--- src/rtl/ram_arb2.sv ---
// Round-robin arbiter sharing one synchronous RAM between two masters.
// Bounded lock lets a master hold the RAM for short bursts.
module ram_arb2 #(
  parameter int unsigned DEPTH    = 8,
  parameter int unsigned ADDR_W   = 8,
  parameter int unsigned DATA_W   = 4,
  parameter int unsigned MAX_HOLD = 4
) (
  input  logic              clk,
  input  logic              rst_n,
  input  logic              m0_req,
  input  logic              m0_we,
  input  logic              m0_lock,
  input  logic [ADDR_W-1:0] m0_addr,
  input  logic [DATA_W-1:0] m0_wdata,
  output logic              m0_gnt,
  output logic              m0_rvalid,
  output logic [DATA_W-1:0] m0_rdata,
  output logic              m0_err,
  input  logic              m1_req,
  input  logic              m1_we,
  input  logic              m1_lock,
  input  logic [ADDR_W-1:0] m1_addr,
  input  logic [DATA_W-1:0] m1_wdata,
  output logic              m1_gnt,
  output logic              m1_rvalid,
  output logic [DATA_W-1:0] m1_rdata,
  output logic              m1_err,
  output logic              ram_write_en,
  output logic [ADDR_W-1:0] ram_write_addr,
  output logic [DATA_W-1:0] ram_write_data,
  output logic              ram_read_en,
  output logic [ADDR_W-1:0] ram_read_addr,
  input  logic [DATA_W-1:0] ram_read_data
);

  localparam int unsigned CNT_W = $clog2(MAX_HOLD + 1);
  localparam logic [CNT_W-1:0]  MAX_CNT = CNT_W'(MAX_HOLD);
  localparam logic [ADDR_W:0]   DEPTH_X = (ADDR_W + 1)'(DEPTH);

  logic             last_q, last_d;
  logic             lk_q, lk_d;
  logic [CNT_W-1:0] cnt_q, cnt_d;
  logic             pend_q, pend_d;
  logic             pend_id_q, pend_id_d;
  logic             pend_err_q, pend_err_d;
  logic [1:0]       werr_q, werr_d;

  logic              gnt_any, gsel, hold;
  logic              sel_we, sel_lock, addr_ok;
  logic [ADDR_W-1:0] sel_addr;
  logic [DATA_W-1:0] sel_wdata;

  // Arbitration and selection of the winning master's request
  always_comb begin
    hold    = lk_q && (cnt_q < MAX_CNT);
    gsel    = 1'b0;
    if (m0_req && m1_req) gsel = hold ? last_q : ~last_q;
    else                  gsel = m1_req;
    gnt_any   = rst_n && (m0_req || m1_req);
    sel_we    = gsel ? m1_we    : m0_we;
    sel_lock  = gsel ? m1_lock  : m0_lock;
    sel_addr  = gsel ? m1_addr  : m0_addr;
    sel_wdata = gsel ? m1_wdata : m0_wdata;
    addr_ok   = {1'b0, sel_addr} < DEPTH_X;
  end

  assign m0_gnt         = gnt_any & ~gsel;
  assign m1_gnt         = gnt_any & gsel;
  assign ram_write_en   = gnt_any & sel_we & addr_ok;
  assign ram_write_addr = sel_addr;
  assign ram_write_data = sel_wdata;
  assign ram_read_en    = gnt_any & ~sel_we & addr_ok;
  assign ram_read_addr  = sel_addr;

  always_comb begin
    last_d     = last_q;
    lk_d       = 1'b0;
    cnt_d      = '0;
    pend_d     = 1'b0;
    pend_id_d  = pend_id_q;
    pend_err_d = 1'b0;
    werr_d     = 2'b00;
    if (gnt_any) begin
      last_d = gsel;
      lk_d   = sel_lock;
      if (gsel == last_q) cnt_d = (cnt_q == MAX_CNT) ? MAX_CNT : cnt_q + CNT_W'(1);
      else                cnt_d = CNT_W'(1);
      if (sel_we) begin
        if (!addr_ok) werr_d[gsel] = 1'b1;
      end else begin
        pend_d     = 1'b1;
        pend_id_d  = gsel;
        pend_err_d = ~addr_ok;
      end
    end
  end

  always_ff @(posedge clk or negedge rst_n) begin
    if (!rst_n) begin
      last_q     <= 1'b1;
      lk_q       <= 1'b0;
      cnt_q      <= '0;
      pend_q     <= 1'b0;
      pend_id_q  <= 1'b0;
      pend_err_q <= 1'b0;
      werr_q     <= 2'b00;
    end else begin
      last_q     <= last_d;
      lk_q       <= lk_d;
      cnt_q      <= cnt_d;
      pend_q     <= pend_d;
      pend_id_q  <= pend_id_d;
      pend_err_q <= pend_err_d;
      werr_q     <= werr_d;
    end
  end

  // Read return: RAM output is already registered, so it lines up with pend_q
  assign m0_rvalid = pend_q & ~pend_id_q;
  assign m1_rvalid = pend_q & pend_id_q;
  assign m0_err    = (m0_rvalid & pend_err_q) | werr_q[0];
  assign m1_err    = (m1_rvalid & pend_err_q) | werr_q[1];
  assign m0_rdata  = (m0_rvalid && !pend_err_q) ? ram_read_data : '0;
  assign m1_rdata  = (m1_rvalid && !pend_err_q) ? ram_read_data : '0;

endmodule

--- config.mk ---
export PLATFORM = sky130hd
export DESIGN_NAME = ram_arb2
export DESIGN_NICKNAME = d
export VERILOG_FILES = /design/src/rtl/ram_arb2.sv
export SDC_FILE = /design/constraint.sdc
export NUM_CORES = 1
export LEC_CHECK = 0
export BUFFER_PORTS_ARGS = -buffer_cell sky130_fd_sc_hd__buf_2
export CAP_MARGIN = 30
export CORE_MARGIN = 3
export CORE_UTILIZATION = 39
export DETAILED_ROUTE_END_ITERATION = 8
export PLACE_DENSITY = 0.86
export RECOVER_POWER = 25
export SKIP_CTS_REPAIR_TIMING = 1
export SLEW_MARGIN = 40
export SYNTH_ARGS = -nofsm -noshare
export SYNTH_HDL_FRONTEND = slang
export SYNTH_SLANG_ARGS = --single-unit
--- constraint.sdc ---
create_clock -name clk -period 1.95 [get_ports clk]
set_input_delay 0.0975 -clock clk [delete_from_list [all_inputs] [get_ports clk]]
set_output_delay 0.0975 -clock clk [all_outputs]
set_load 0.03 [all_outputs]
Yosys cells after proc, flatten, opt, wreduce, memory -nomap -nowiden
Cells that the tools add are included.
{"block": "op_classes", "n_lt_le_gt_ge": 4, "n_div": 0, "n_mux": 21, "n_addsub": 1, "mul": 0, "reduce_logical": 9, "shifts": 0, "bitwise_logic": 17, "eq_ne": 2}
{"op": "$mux 4", "count": 3}
{"op": "$and 1x1->1", "count": 10}
{"op": "$mux 1", "count": 10}
{"op": "$mux 3", "count": 3}
{"op": "$lt 8x4->1 const B", "count": 1}
{"op": "$mux 8", "count": 1}
{"op": "$logic_and 1x1->1", "count": 6}
{"op": "$mux 2", "count": 3}
{"op": "$not 1->1", "count": 5}
{"op": "$add 3x1->3 const B", "count": 1}
{"op": "$eq 3x3->1 const B", "count": 1}
{"op": "$lt 3x3->1 const B", "count": 1}
{"op": "$lt 1x2->1 const B", "count": 1}
{"op": "$or 1x1->1", "count": 2}
{"op": "$reduce_and 2->1", "count": 1}
{"op": "$demux 1 s1", "count": 1}
{"op": "$eq 1x1->1", "count": 1}
{"op": "$ge 1x1->1 const B", "count": 1}
{"op": "$logic_not 1->1", "count": 1}
{"op": "$logic_or 1x1->1", "count": 1}
{"block": "word_totals", "mem_bits_rw": 0, "n_memories": 0, "romBits": 0, "regBits": 10, "out_inout_bits": 36, "latchBits": 0, "inputBits": 36, "elab_cells": 61}

Depth between registers and ports, before layout
{"block": "logic_depth", "ltp_word": 11, "depth_mapped": 6, "mapped_depth_nobuf": 5}

Worst setup path after synthesis
No wires, ideal clock.
{"block": "synth_path", "kind": "register to output", "from": "register last_q", "to": "output ram_write_en", "required_time_ps": 1852, "setup_slack_ps": 83, "arrival_ps": 1769, "path_buffers": 1, "path_stages_with_launch": 6, "path_cell_list": "dfstp_2 > buf_2 > nand4bb_2 > o211ai_4 > nor2_1 > a31o_2"}
{"block": "synth_between", "elab_chain_len": 6, "word_cells_on_any_way": 8, "classes_between": "order compare (1); mux (4); bitwise (3)"}
{"item": "start: declaration", "line_no": "41", "rtl": "logic last_q, last_d;"}
{"item": "start signal: assignment", "line_no": "109", "rtl": "last_q <= last_d;"}
{"item": "$not 1->1", "line_no": "58", "rtl": "if (m0_req && m1_req) gsel = hold ? last_q : ~last_q;"}
{"item": "$mux 1 (*) (2 in series)", "line_no": "58"}
{"item": "$mux 8 / $mux 1 (equally long branches)", "line_no": "63, 61"}
{"item": "$lt 8x4->1 / $and 1x1->1 (equally long branches)", "line_no": "65, 70"}
{"item": "$and 1x1->1 (*)", "line_no": "70", "rtl": "assign ram_write_en = gnt_any & sel_we & addr_ok;"}
{"item": "end: declaration", "line_no": "29", "rtl": "output logic ram_write_en,"}
Every way passes the cells marked *; elsewhere a longest branch is shown, timed or not.

Final worst setup path
{"block": "layout_path", "from": "register last_q", "to": "output ram_read_addr[3]"}
{"block": "layout_between", "elab_chain_len": 4}
{"item": "$not 1->1", "line_no": "58"}
{"item": "$mux 1 (*) (2 in series)", "line_no": "58"}
{"item": "$mux 8 (*)", "line_no": "63", "rtl": "sel_addr = gsel ? m1_addr : m0_addr;"}
{"item": "end: declaration", "line_no": "33", "rtl": "output logic [ADDR_W-1:0] ram_read_addr,"}
Marks and branches as above.

==> run_results.csv <==
group,metric,value,unit
status,outcome,"finished with violations",
yosys,synth_cells,108,
detailed_routing,dr.pass1.iters,4,
yosys,synth_edf_count,0,
power,ir_drop,0.000402,V
detailed_routing,drc,0,
yosys,syn_area,936,µm²
floorplanning,fp-row-count,17,
power,p_sw,0.357,mW
final_layout,area_delta_synth_final,64.3,%
setup_path,r2r_end,"pend_q",
power,p_clk_frac,0.167,
global_route,met1_usage,0.177,
setup_path,path_buf_inv,2,
setup_path,critPathTopFamily,"flip-flops",
yosys,ys.flop_type,"dfrtp_1",
setup_path,start_kind,"flip-flop",
yosys,ys_seq_area_frac,0.269,
status,violations,"setup timing",
global_route,use_met3,0.0429,
final_layout,multi_input_area,597,µm²
timing,slew-limit-headroom,0.631,
final_layout,layout-drive-gt1-share,0.588,
final_layout,nFillCells,173,
worst_hold_path,hold_depth,2,
detailed_routing,wire_per_inst,13.6,µm
floorplanning,die-area,0.00302,mm²
timing,slew_viol_final,0,
clock_network,clk_path_buf_depth,2,
global_route,antenna_found_initial,0,
final_layout,register_area,251,µm²
power,p_leak,0.830,nW
setup_path,reg2reg_depth,7,
floorplanning,core,0.00225,mm²
setup_path,r2r_slack,0.04,ns
setup_path,crit_slowest_cell,"dfstp_2",
setup_path,arrival,1.93,ns
global_route,grt_max_degree,22,
setup_path,critical_path_depth,5,
yosys,yosys_warnings,0,
detailed_routing,num_vias,1044,
global_route,track_usage,0.169,
yosys,synth_seq_cells,10,
setup_path,startpoint,"last_q",
floorplanning,dieHeight,55.0,µm
timing,timing.final.ws_setup,-0.0770,ns
timing,fin_crit_sh,1.04,
power,pwr-share-seq,0.272,
placement,port_buffers,71,
floorplanning,die_x,55.0,µm
global_route,grt.busiest_layer,"met2",
placement,dpl.hpwl,2020,µm
yosys,avgSynthCellArea,8.67,µm²
final_layout,n_antenna_cell,0,
power,power_density,586,mW/mm²
clock_network,cts_made_buffers,3,
global_route,grt_pass1_vias,925,
clock_network,cts_sinks,10,
global_route,grt-ovfl-total,0,
yosys,async_flop_share,1.00,
power,p_int,0.544,mW
setup_path,critPathRequiredTime,1.85,ns
detailed_routing,routed_wl,2860,µm
timing,worstMarginPinSlew,0.550,ns
setup_path,path_max_fanout,6,
clock_network,cts.htree.levels,1,
setup_path,endpoint,"ram_read_addr[3]",
power,pwr-share-comb,0.561,
clock_network,cts_tree,"yes",
clock_network,cts-root-buf,"clkbuf_4",
placement,place_ws,0.227,ns
detailed_routing,drt_iter0_drc,16,
clock_network,clk_pin_slew,0.06,ns
timing,setup_viol,21,
placement,place.gp.congestion,0.734,
setup_path,critPathMaxStageDelay,0.57,ns
timing,period_needed,2.03,ns
setup_path,end_kind,"primary output",
timing,finalClockSkew,0.00321,ns
flow_run,cap_violations,0,
worst_hold_path,worstHoldPathType,"primary input to flip-flop",
global_route,grt_first_pass_wirelength,3650,µm
timing,max_freq,493,MHz
final_layout,utilization,0.682,
yosys,synth.distinct_cells,34,
timing,rsz0062_at_grt,"yes",
detailed_routing,drtAntennaViolNets,0,
power,sw_frac_of_total,0.396,
final_layout,instances_no_fill,210,
yosys,synth_nets,146,
setup_path,crit_chain,"nand2_2 > o211ai_4 > buf_12 > mux2_2 > buf_4",
setup_path,worstSetupPathType,"flip-flop to primary output",
floorplanning,start_util,0.415,
timing,timing.hold.ws,0.0719,ns
clock_network,worstSkewPairLatency,0.27,ns
setup_path,rr_startpoint,"last_q",
timing,hold_viol_final,0,
final_layout,nets,221,
placement,dp_cells,197,
floorplanning,ios,72,
detailed_routing,drt-vias-per-instance,4.97,
global_route,grtUsageMet2,0.301,
[synth_stat cells, types with 2 or more instances]
library cell | instances | area, µm²
buf_4 | 8 | 60.1
buf_6 | 2 | 22.5
ha_1 | 2 | 25.0
nand2b_1 | 5 | 31.3
inv_1 | 6 | 22.5
nand3_1 | 2 | 10.0
o21ai_0 | 6 | 30.0
buf_2 | 2 | 10.0
nor2b_1 | 2 | 12.5
nor2_1 | 18 | 67.6
nand2_1 | 9 | 33.8
dfrtp_1 | 9 | 225
a21o_1 | 3 | 22.5
a21oi_1 | 2 | 10.0
mux2_2 | 13 | 146
[per-layer routing]
| metal | wire length [µm] | vias up |
|---|---|---|
| met4 | 51 | 0 |
| met3 | 361 | 4 |
| met5 | 0 | - |
| met1 | 1110 | 462 |
| met2 | 1340 | 65 |
| li1 | - | 513 |
[layout make-up]
class / count / share of cell area
Timing Repair Buffer: 82 / 0.394
Multi-Input combinational cell: 80 / 0.388
Sequential cell: 10 / 0.164
Tap cell: 28 / 0.0228
Clock buffer: 4 / 0.0171
Inverter: 6 / 0.0146
[power by group through the flow]
| stage | sequential (mW) | combinational [mW] | clock (mW) |
|---|---|---|---|
| 2_1_floorplan | 0.240 | 0.298 | 0 |
| 3_3_place_gp | 0.248 | 0.379 | 0 |
| 3_5_place_dp | 0.250 | 0.385 | 0 |
| 4_1_cts | 0.246 | 0.386 | 0.154 |
| 5_1_grt | 0.248 | 0.538 | 0.159 |
| 6_report | 0.245 | 0.506 | 0.150 |
[through the flow]
stage / area (µm²) / TNS, ns / power [mW]
6_report: 1540 / -1.29 / 0.901
5_1_grt: 1540 / -2.55 / 0.944
4_1_cts: 1290 / -1.09 / 0.786
3_5_place_dp: 1260 / 0 / 0.635
3_3_place_gp: 1260 / 0 / 0.627
2_1_floorplan: 936 / 0 / 0.539
[sequential cells by signal, summed over array words and instances (netlist names)]
| name | flops |
|---|---|
| pend_q | 1 |
| lk_q | 1 |
| werr_q | 2 |
| cnt_q | 3 |
| pend_id_q | 1 |
| last_q | 1 |
| pend_err_q | 1 |
[layout by cell type, fill, tap and decap left out, types with 2 or more instances in the layout]
| master | instances |
|---|---|
| a21o_1 | 3 |
| a21oi_1 | 2 |
| buf_2 | 48 |
| buf_4 | 12 |
| buf_6 | 17 |
| clkbuf_1 | 2 |
| clkbuf_16 | 2 |
| clkbuf_4 | 3 |
| dfrtp_1 | 9 |
| ha_1 | 2 |
| inv_1 | 6 |
| mux2_2 | 7 |
| mux2_4 | 6 |
| nand2_1 | 8 |
| nand2b_1 | 5 |
| nand3_1 | 2 |
| nor2_1 | 17 |
| nor2_2 | 2 |
| nor2b_1 | 2 |
| o21ai_0 | 6 |
[logic make-up (layout without fill, tap and decap cells)]
group | count (synthesis) | count (layout) | share of synthesized area
flops | 10 | 10 | 0.269
compound gates | 19 | 19 | 0.158
fa+ha+maj | 2 | 2 | 0.0267
buf+inv | 18 | 92 | 0.123
simple gates | 45 | 45 | 0.258
xor+xnor | 1 | 1 | 0.00936
mux | 13 | 13 | 0.156
[how the worst min path moves through the flow]
stage	slack, ns	to	startpoint
after floorplan	-0.20	cnt_q[0]	rst_n
after global placement	0.06	cnt_q[1]	rst_n
after detailed placement	0.06	cnt_q[1]	rst_n
after CTS	-0.23	cnt_q[1]	rst_n
after global routing	0.08	pend_err_q	m1_we
final	0.07	pend_err_q	m1_we
(Power assumes the default switching activity.)
